## config.mk

```make
export PLATFORM = sky130hd
export DESIGN_NAME = rr_stream_mux_flat
export DESIGN_NICKNAME = d
export VERILOG_FILES = /design/src/rtl/rr_stream_mux_if.sv /design/src/rtl/rr_stream_mux.sv /design/src/flat_wrapper.sv
export SDC_FILE = /design/constraint.sdc
export NUM_CORES = 1
export LEC_CHECK = 0
export ABC_AREA = 0
export CAP_MARGIN = 15
export CORE_MARGIN = 1.5
export CORE_UTILIZATION = 37
export DETAILED_ROUTE_END_ITERATION = 8
export GPL_ROUTABILITY_DRIVEN = 0
export PLACE_DENSITY = 0.85
export REMOVE_ABC_BUFFERS = 1
export SLEW_MARGIN = 15
export SYNTH_ARGS = -nofsm -noshare
export SYNTH_HDL_FRONTEND = slang
export SYNTH_SLANG_ARGS = --single-unit
```

## constraint.sdc

```tcl
create_clock -name clk -period 1.7 [get_ports clk]
set_clock_uncertainty 0.05 [all_clocks]
set_input_delay 0.17 -clock clk [delete_from_list [all_inputs] [get_ports clk]]
set_output_delay 0.17 -clock clk [all_outputs]
set_load 0.01 [all_outputs]
```

## src/rtl/rr_stream_mux_if.sv

```systemverilog
// Stream bundle for rr_stream_mux: N per-channel valid/ready inputs gathered
// onto one channel-tagged output stream.
interface rr_stream_mux_if #(
    parameter int N = 4,
    parameter int W = 12
);
    localparam int S = $clog2(N);

    logic [N*W-1:0] in_data;
    logic [N-1:0]   in_valid;
    logic [N-1:0]   in_ready;
    logic [W-1:0]   out_data;
    logic [S-1:0]   out_chan;
    logic           out_last;
    logic           out_valid;
    logic           out_ready;

    // master is the multiplexer side, slave is the sources plus the sink.
    modport master (
        input  in_data, in_valid, out_ready,
        output in_ready, out_data, out_chan, out_last, out_valid
    );

    modport slave (
        output in_data, in_valid, out_ready,
        input  in_ready, out_data, out_chan, out_last, out_valid
    );
endinterface

```

## src/rtl/rr_stream_mux.sv

```systemverilog
// Round-robin N-to-1 stream multiplexer with bounded bursts and a single
// registered output stage tagged with the source channel.
module rr_stream_mux #(
    parameter int N     = 4,
    parameter int W     = 12,
    parameter int BURST = 16
) (
    input  logic             clk,
    input  logic             rst,
    rr_stream_mux_if.master  bus
);
    localparam int S  = $clog2(N);
    localparam int CW = (BURST > 1) ? $clog2(BURST) : 1;
    localparam logic [CW-1:0] CNT_MAX = CW'(BURST - 1);

    typedef enum logic {IDLE, GRANT} state_t;

    state_t         state;
    logic [S-1:0]   grant;
    logic [S-1:0]   ptr;
    logic [CW-1:0]  cnt;

    logic [W-1:0]   data_p0;
    logic [S-1:0]   chan_p0;
    logic           last_p0;
    logic           vld_p0;

    logic           slot_free;
    logic           acc;
    logic           found;
    logic [S-1:0]   pick;
    logic [S-1:0]   next_ptr;

    assign slot_free = !vld_p0 || bus.out_ready;
    assign acc       = (state == GRANT) && bus.in_valid[grant] && slot_free;
    assign next_ptr  = (grant == S'(N - 1)) ? '0 : grant + 1'b1;

    always_comb begin
        bus.in_ready = '0;
        if (state == GRANT && slot_free)
            bus.in_ready[grant] = 1'b1;
    end

    // Scan from the far end back toward ptr so the nearest valid channel wins.
    always_comb begin
        found = 1'b0;
        pick  = '0;
        for (int i = N - 1; i >= 0; i--) begin
            int j;
            j = int'(ptr) + i;
            if (j >= N)
                j = j - N;
            if (bus.in_valid[j]) begin
                found = 1'b1;
                pick  = S'(j);
            end
        end
    end

    always_ff @(posedge clk or posedge rst) begin
        if (rst) begin
            state   <= IDLE;
            grant   <= '0;
            ptr     <= '0;
            cnt     <= '0;
            data_p0 <= '0;
            chan_p0 <= '0;
            last_p0 <= 1'b0;
            vld_p0  <= 1'b0;
        end else begin
            // output register stage p0
            if (acc) begin
                data_p0 <= bus.in_data[int'(grant)*W +: W];
                chan_p0 <= grant;
                last_p0 <= (cnt == CNT_MAX);
                vld_p0  <= 1'b1;
            end else if (bus.out_ready) begin
                vld_p0  <= 1'b0;
            end

            case (state)
                IDLE: begin
                    if (found) begin
                        grant <= pick;
                        cnt   <= '0;
                        state <= GRANT;
                    end
                end
                GRANT: begin
                    if (acc) begin
                        cnt <= cnt + 1'b1;
                        if (cnt == CNT_MAX) begin
                            state <= IDLE;
                            ptr   <= next_ptr;
                        end
                    end else if (slot_free && !bus.in_valid[grant]) begin
                        state <= IDLE;
                        ptr   <= next_ptr;
                    end
                end
                default: state <= IDLE;
            endcase
        end
    end

    assign bus.out_data  = data_p0;
    assign bus.out_chan  = chan_p0;
    assign bus.out_last  = last_p0;
    assign bus.out_valid = vld_p0;
endmodule

```

## src/flat_wrapper.sv

```systemverilog
// flat-port wrapper written by rule: the top's interface ports become plain ports
module rr_stream_mux_flat 
#(
    parameter int N     = 4,
    parameter int W     = 12,
    parameter int BURST = 16
)
  (clk, rst, bus_in_data, bus_in_valid, bus_out_ready, bus_in_ready, bus_out_data, bus_out_chan, bus_out_last, bus_out_valid);
  rr_stream_mux_if #(.N(N), .W(W)) bus_i ();
  input  logic clk;
  input  logic rst;
  input wire logic [$bits(bus_i.in_data)-1:0] bus_in_data;
  input wire logic [$bits(bus_i.in_valid)-1:0] bus_in_valid;
  input wire logic [$bits(bus_i.out_ready)-1:0] bus_out_ready;
  output wire logic [$bits(bus_i.in_ready)-1:0] bus_in_ready;
  output wire logic [$bits(bus_i.out_data)-1:0] bus_out_data;
  output wire logic [$bits(bus_i.out_chan)-1:0] bus_out_chan;
  output wire logic [$bits(bus_i.out_last)-1:0] bus_out_last;
  output wire logic [$bits(bus_i.out_valid)-1:0] bus_out_valid;
  assign bus_i.in_data = bus_in_data;
  assign bus_i.in_valid = bus_in_valid;
  assign bus_i.out_ready = bus_out_ready;
  assign bus_in_ready = bus_i.in_ready;
  assign bus_out_data = bus_i.out_data;
  assign bus_out_chan = bus_i.out_chan;
  assign bus_out_last = bus_i.out_last;
  assign bus_out_valid = bus_i.out_valid;
  rr_stream_mux #(.N(N), .W(W), .BURST(BURST)) u_core (.clk(clk), .rst(rst), .bus(bus_i));
endmodule
```

# [After elaboration in Yosys (flattened, before gate mapping)]
# Cells that the tools add are included.
# W data, S select, Z words.
[totals] ff_bits=25 output_inout_bits=20
[op_classes] addsub=9 mul=1 magnitude_cmp=10 eq_ne=5 n_shift=1 muxes=43 bitwise=1 n_reduce_logical=13
[ops] cell="$lt A32 B4 Y1 const B" n=4
[ops] cell="$mux W32" n=4
[ops] cell="$ge A32 B4 Y1 const B" n=3
[ops] cell="$sub A32 B4 Y32 const B" n=3
[ops] cell="$shiftx A48 B32 Y12" n=1
[ops] cell="$mux W1" n=20
[ops] cell="$mux W2" n=8
[ops] cell="$mux W4" n=3
[ops] cell="$bmux W1 S2" n=5
[ops] cell="$pmux W4 S2" n=1
[ops] cell="$add A2 B2 Y3 const B" n=2
[ops] cell="$logic_and A1 B1 Y1" n=5
[ops] cell="$add A4 B1 Y4 const B" n=1
[ops] cell="$eq A4 B4 Y1 const B" n=1
[ops] cell="$mul A2 B2 Y4 const B" n=1
[ops] cell="$ne A2 B2 Y1 const B" n=2
[ops] cell="$reduce_and A2 Y1" n=2
[ops] cell="$reduce_bool A2 Y1" n=2
[ops] cell="$sub A2 B3 Y4 const B" n=1
[ops] cell="$add A2 B1 Y3 const B" n=1
[ops] cell="$ge A2 B3 Y1 const B" n=1
[ops] cell="$lt A2 B3 Y1 const B" n=1
[ops] cell="$reduce_and A3 Y1" n=1
[ops] cell="$add A2 B1 Y2 const B" n=1
[ops] cell="other kinds (8)" n=9

# [Logic depth before layout (Yosys ltp)]
# Gate-level depths: netlist of run 1.
[logic_depth] depth_word=12 mapped_depth=6 mapped_depth_nobuf=4

# [Worst setup path after synthesis of run 1]
# OpenSTA, ideal clock, no wires.
[synth_timing] kind="register to register" start="register u_core.grant[1]" end="register u_core.data_p0[0] (netlist: u_core.bus.out_data[0])" arrival_ns=1.606 setup_slack_ns=-0.081 path_stages_with_launch=6 n_path_buf=2 synth_period_minus_slack_ns=1.781 cell_sequence="dfrtp_1 buf_6 mux4_2 nand3_2 buf_12 mux2_4"
[synth_between] elab_chain_len=4 elab_cells_between_ends=6 classes_between="mul: 1; shift: 1; mux: 2; reduce/logical: 2"
[synth_rtl] element="start, declared" line="rr_stream_mux.sv:19" source="logic [S-1:0] grant;"
[synth_rtl] element="start signal, assigned" line="rr_stream_mux.sv:84" source="grant <= pick;"
[synth_rtl] element="parallel branches: the longest is 4 deep, another holds $mul A2 B2 Y4"
[synth_rtl] element="end signal, assigned" line="rr_stream_mux.sv:73" source="data_p0 <= bus.in_data[int'(grant)*W +: W];"
[synth_rtl] element="end, declared" line="rr_stream_mux.sv:23" source="logic [W-1:0] data_p0;"
# Parallel ways; which one is timed is not known. The select of a mux whose other input is x is not followed.
# A chain may end at the register's enable or synchronous reset.

# [Worst setup path in the final report of run 1]
[layout_timing] start="register u_core.grant[1]" end="register u_core.data_p0[7] (netlist: u_core.bus.out_data[7])"
# The elaborated chain is that of the path after synthesis.

==> flow_summary_export.csv, run 1 <==
group,metric,value,unit
status,status,"complete, but fails checks",
status,violations,"negative setup slack",
cells_and_area,drive_above_1_share,0.3081,
critical_path,worstPathArrival,1.92,ns
critical_path,critPathSlowestCell,"mux4_2",
placement,dpl.hpwl,3176,um
critical_path,cp_max_fo,5,
timing,finalCriticalPeriod,1.816,ns
timing,fin_setup_tns,-1.743,ns
placement,place.port_buffers,74,
yosys,yosysWarnings,0,
cts,cts_buffer_depth,2,
timing,fin_ws,-0.1160,ns
route,drtIter0Drc,44,
power,p_per_area,1544,mW/mm^2
route,dr.pass1.iters,4,
timing,rsz0062_at_grt,"yes",
route,vias_per_cell,5.180,
yosys,synth.avg_cell_area,12.87,um^2
timing,worst_pin_slew,0.3955,ns
power,swShare,0.3426,
yosys,netlist_area,0.001544,mm^2
grt,grt_pass1_vias,1316,
timing,max_slew_margin,0.7339,
route,drc,0,
floorplan,design.core.area,0.004000,mm^2
cts,clk_latency,0.27,ns
critical_path,crit_buf_inv,2,
grt,grt_pass1_wl,6016,um
critical_path,critPathTopFamily,"multiplexers",
placement,dp_cells,253,
critical_path,crit_chain,"buf_6 -> mux4_2 -> nand3_4 -> buf_6 -> mux2_4",
timing,timing.fmax,0.5507,GHz
cts,ctsHoldBuffers,0,
floorplan,start_util,0.3860,
yosys,syn_inst,120,
yosys,seq_area_frac_synth,0.4052,
cells_and_area,area_growth,64.99,%
yosys,synth-seq-cells,25,
cells_and_area,layout.nets,272,
floorplan,num_rows,23,
power,peakVddDrop,0.7278,mV
cts,numClockSinks,25,
hold_path,hold_class,"in -> async",
critical_path,path_class,"reg -> reg",
cells_and_area,fillers,314,
route,wl_per_cell,15.65,um
power,internal_power,0.002585,W
critical_path,startpoint_type,"flip-flop",
grt,grt_max_degree,26,
floorplan,dieArea,0.004570,mm^2
critical_path,crit_path_max_incr_delay,0.56,ns
power,pwr-share-comb,0.630,
cells_and_area,layout_common_cells,"clkdlybuf4s50_1 (70), dfrtp_1 (24), buf_4 (17)",
cts,cts_made_buffers,3,
run,drv_cap,0,
floorplan,die_w,67.60,um
critical_path,rrSetupSlack,-0.12,ns
floorplan,io_pins,75,
yosys,synthArstFlopShare,1.000,
timing,hold_violations,0,
critical_path,crit_path_frequent_cell,"buf_6",
cts,path_clk_slew,0.09,ns
cts,htreeDepth,1,
power,clkPwrFrac,0.089,
route,drt-total-wl,4085,um
power,p_total,0.003933,W
timing,slew_violations,0,
cts,cts_root_buffer,"clkbuf_8",
timing,fin_crit_sh,1.068,
power,p_leak,1.114,nW
critical_path,worstPathRequired,1.81,ns
cts,cts_tree,"yes",
cells_and_area,layout.cells.most_common,"clkdlybuf4s50_1",
power,p_sw,0.001348,W
critical_path,crit_path_end_kind,"flip-flop",
yosys,ys.flop_type,"dfrtp_1",
cells_and_area,stdcell_count,261,
cells_and_area,diodes,0,
yosys,synth.distinct_cells,32,
power,p_seq_frac,0.280,
grt,overflow,0,
yosys,synth_edf_count,0,
grt,grt_use_total,0.1768,
grt,antenna_found_initial,0,
route,vias,1352,
floorplan,die_y,67.60,um
route,ant_nets,0,
timing,setup_viol,18,
==> flip-flops by register name, indices dropped and copies added (netlist names) <==
signal and count:
u_core.bus.out_valid 1, u_core.ptr 2, u_core.bus.out_data 12, u_core.bus.out_last 1
u_core.bus.out_chan 2, u_core.state 1, u_core.cnt 4, u_core.grant 2
==> kinds of logic (layout without fill, tap and decap cells) <==
group | Yosys count | after routing | synth area share
DFF | 25 | 25 | 0.4052
adders and majority gates | 5 | 5 | 0.04052
buffers and inverters | 15 | 106 | 0.05834
AOI/OAI and AO/OA | 20 | 20 | 0.07942
and+or+nand+nor | 26 | 26 | 0.08915
muxes | 29 | 29 | 0.3274
==> worst min-delay path: cells and delay by family <==
| kind | cells | cell delay (ns) |
|---|---|---|
| buf+inv | 3 | 0.73 |
==> power by group through the flow <==
| stage | Clock (W) | Sequential [W] | Combinational [W] |
|---|---|---|---|
| finish | 0.000350 | 0.00110 | 0.00248 |
| global route | 0.000385 | 0.00114 | 0.00264 |
| CTS | 0.000358 | 0.00109 | 0.00234 |
| detailed placement | 0 | 0.00111 | 0.00228 |
| global placement | 0 | 0.00111 | 0.00222 |
| floorplan | 0 | 0.00125 | 0.00107 |
==> layer usage <==
layer  vias up  track usage  wire length (um)
met3         2      0.02500               210
met4         0      0.04592                26
met5         -            0                 0
met1       680       0.2125              1608
met2        42       0.3272              2239
li1        628            -                 -
==> area by class of cell <==
type,count,area [um^2],area share
repair buffers,96,930.9,0.3654
multi-input cells,80,858.3,0.3369
flip-flops and latches,25,626.9,0.2461
well taps,50,62.56,0.02456
clock buffers,3,41.29,0.01621
inverters,6,22.52,0.008841
clock inverters,1,5.005,0.001965
==> repair_timing <==
action,in CTS,in global routing
cloned,0,1
setup endpoints to repair,20,23
gates resized for setup,10,13
setup buffers,2,1
pin swaps,0,4
==> worst paths after layout <==
kind,from,to,cells after the start
worst max-delay path,u_core.grant[1],u_core.bus.out_data[7],5
worst min-delay path,rst,u_core.cnt[1],3
worst max register to register,u_core.grant[1],u_core.bus.out_data[7],5
worst min register to register,u_core.bus.out_chan[0],u_core.bus.out_chan[0],2
max in group asynchronous,rst,u_core.grant[0],3
min in group clk,u_core.bus.out_chan[0],u_core.bus.out_chan[0],2
==> Yosys cell counts, types with 2 or more instances <==
master / instances / area share
nand3_1: 5 / 0.016
buf_4: 2 / 0.0097
ha_1: 5 / 0.041
nor2b_1: 3 / 0.012
and3_1: 4 / 0.016
dfrtp_1: 25 / 0.41
mux4_2: 13 / 0.19
o211ai_1: 2 / 0.0097
nor2_1: 2 / 0.0049
mux2_4: 9 / 0.088
mux2_2: 6 / 0.044
buf_2: 2 / 0.0065
inv_1: 6 / 0.015
a21oi_1: 2 / 0.0065
clkbuf_1: 3 / 0.0073
o21ai_0: 9 / 0.029
nand2_1: 7 / 0.017
==> metrics by stage <==
stage,hold slack [ns],util,area [um^2],setup slack (ns)
after floorplan,0.1473,-,1476,-0.5128
after global placement,0.4126,0.6068,2427,-0.1906
after detailed placement,0.4203,0.6068,2427,-0.2250
after CTS,0.1952,0.6243,2497,-0.1020
after global routing,0.2246,0.6368,2547,-0.1516
final,0.1883,0.6368,2547,-0.1160
Note: power is estimated with default switching activity, not from simulation.
==> run 2: changes to the inputs <==
--- a/config.mk
+++ b/config.mk
@@ -11,7 +11,7 @@
 export CORE_UTILIZATION = 37
 export DETAILED_ROUTE_END_ITERATION = 8
 export GPL_ROUTABILITY_DRIVEN = 0
-export PLACE_DENSITY = 0.85
+export PLACE_DENSITY = 0.83
 export REMOVE_ABC_BUFFERS = 1
 export SLEW_MARGIN = 15
 export SYNTH_ARGS = -nofsm -noshare
==> run 2 against run 1 <==
Against the previous run:
- the run still ends with negative setup slack left
- maximum frequency rose by 0.88%
- count of clock-buffer cells in the layout did not move
- register-to-register slack improved by 0.02 ns
- via count shrank 1.7%
- sequential share of layout area up 0.061 points
- clock power rose by 5.7%
- sequential power is essentially flat
- largest cell class unchanged
==> flow_summary_export.csv, run 2 (synthesis results as in run 1) <==
group,metric,value,unit
status,status,"complete, but fails checks",
status,violations,"negative setup slack",
grt,grt_max_degree,26,
placement,dpl.hpwl,3068,um
cells_and_area,drive_above_1_share,0.3000,
power,p_seq_frac,0.279,
power,p_per_area,1552,mW/mm^2
timing,finalCriticalPeriod,1.800,ns
floorplan,num_rows,23,
critical_path,path_class,"reg -> reg",
cells_and_area,final_util,0.6353,
cts,path_clk_slew,0.09,ns
cells_and_area,area_growth,64.59,%
critical_path,worstPathArrival,1.92,ns
critical_path,cp_max_fo,12,
cts,htreeDepth,1,
placement,dp_cells,252,
grt,overflow,0,
cells_and_area,layout.cells.most_common,"clkdlybuf4s50_1",
timing,timing.fmax,0.5555,GHz
route,drc,0,
timing,fin_ws,-0.1001,ns
cts,clk_latency,0.27,ns
hold_path,hold_class,"in -> async",
floorplan,die_y,67.60,um
route,vias_per_cell,5.112,
timing,slew_violations,0,
route,wl_per_cell,15.51,um
grt,grt_pass1_wl,6410,um
grt,grt_use_total,0.1912,
cells_and_area,stdcell_count,260,
cts,cts_root_buffer,"clkbuf_8",
cells_and_area,largest_reg_flops,12,
cells_and_area,layout.nets,271,
cts,cts_tree,"yes",
route,drtIter0Drc,32,
cts,cts_made_buffers,3,
critical_path,crit_path_end_kind,"flip-flop",
timing,worst_pin_slew,0.3748,ns
power,pwr-share-comb,0.627,
timing,max_slew_margin,0.7478,
route,dr.pass1.iters,4,
floorplan,io_pins,75,
grt,grt_pass1_vias,1328,
timing,rsz0062_at_grt,"yes",
grt,antenna_found_initial,0,
power,swShare,0.3454,
floorplan,die_w,67.60,um
route,vias,1329,
critical_path,startpoint_type,"flip-flop",
run,drv_cap,0,
floorplan,design.core.area,0.004000,mm^2
timing,hold_violations,0,
cts,cts_buffer_depth,2,
placement,place.port_buffers,74,
power,peakVddDrop,0.8259,mV
power,clkPwrFrac,0.094,
power,internal_power,0.002582,W
floorplan,dieArea,0.004570,mm^2
cells_and_area,layout_common_cells,"clkdlybuf4s50_1 (70), dfrtp_1 (24), buf_4 (17)",
floorplan,start_util,0.3860,
power,p_sw,0.001362,W
timing,setup_viol,15,
critical_path,rrSetupSlack,-0.10,ns
power,p_leak,1.105,nW
route,drt-total-wl,4033,um
critical_path,reg2regPathDepth,5,
cells_and_area,diodes,0,
timing,fin_crit_sh,1.059,
route,ant_nets,0,
critical_path,worstPathRequired,1.82,ns
cts,numClockSinks,25,
run 2: cell count changes in the layout (fill, tap and decap cells not counted), moves of 2 or more:
cell,before,now
nand2_2,2,0
mux2_2,3,1
mux2_4,12,14
o21ai_1,0,2
buf_2,0,2
nand2_1,5,7
run 2: cell type report:
type	instances	area [um^2]
clock buffers	3	41.29
clock inverters	1	7.507
fillers	328	1459
inverters	6	25.02
multi-input cells	80	867.1
flip-flops and latches	25	626.9
well taps	50	62.56
repair buffers	95	910.9
run 2: worst paths after layout:
path / start / endpoint
worst max-delay path: u_core.grant[1] / u_core.bus.out_data[8]
worst min-delay path: rst / u_core.bus.out_data[8]
worst max register to register: u_core.grant[1] / u_core.bus.out_data[8]
worst min register to register: u_core.bus.out_chan[0] / u_core.bus.out_chan[0]
max in group asynchronous: rst / u_core.grant[0]
min in group clk: u_core.bus.out_chan[0] / u_core.bus.out_chan[0]
run 2: power groups by stage:
stage          clock, W  combinational (W)  sequential [W]
2_1_floorplan         0            0.00107         0.00125
3_3_place_gp          0            0.00223         0.00111
3_5_place_dp          0            0.00228         0.00112
4_1_cts        0.000382            0.00240         0.00110
5_1_grt        0.000415            0.00266         0.00114
6_report       0.000370            0.00247         0.00110
run 2: per-stage QoR:
stage / setup WS [ns] / hold slack [ns] / cell area [um^2] / setup TNS [ns] / total power (W)
floorplan: -0.5128 / 0.1473 / 1476 / -8.989 / 0.002315
global placement: -0.1842 / 0.4152 / 2432 / -3.065 / 0.003334
detailed placement: -0.2162 / 0.4246 / 2432 / -3.470 / 0.003395
CTS: -0.1160 / 0.1896 / 2525 / -1.513 / 0.003884
global route: -0.1370 / 0.2144 / 2541 / -1.955 / 0.004214
finish: -0.1001 / 0.1830 / 2541 / -1.142 / 0.003945
run 2: critical path, stage by stage, from the launching register on:
cell and delay, ns:
dfrtp_1 0.37, buf_6 0.11, mux4_2 0.57, nand3_4 0.15
buf_12 0.15, mux2_4 0.30
run 2: what timing repair did:
item / 4_1_cts / 5_1_grt
pin swaps: 1 / 0
endpoints found under the hold margin: 0 / 0
hold buffers: 0 / 0
resized for setup: 17 / 12
buffers inserted: 2 / 2
endpoints found under the setup margin: 19 / 21
run 2: per-layer routing:
| metal | vias to the layer above | wire [um] | GRT usage |
|---|---|---|---|
| li1 | 629 | - | - |
| met1 | 649 | 1633 | 0.2378 |
| met4 | 0 | 93 | 0.07143 |
| met5 | - | 0 | 0 |
| met2 | 41 | 2086 | 0.3235 |
| met3 | 10 | 220 | 0.04167 |
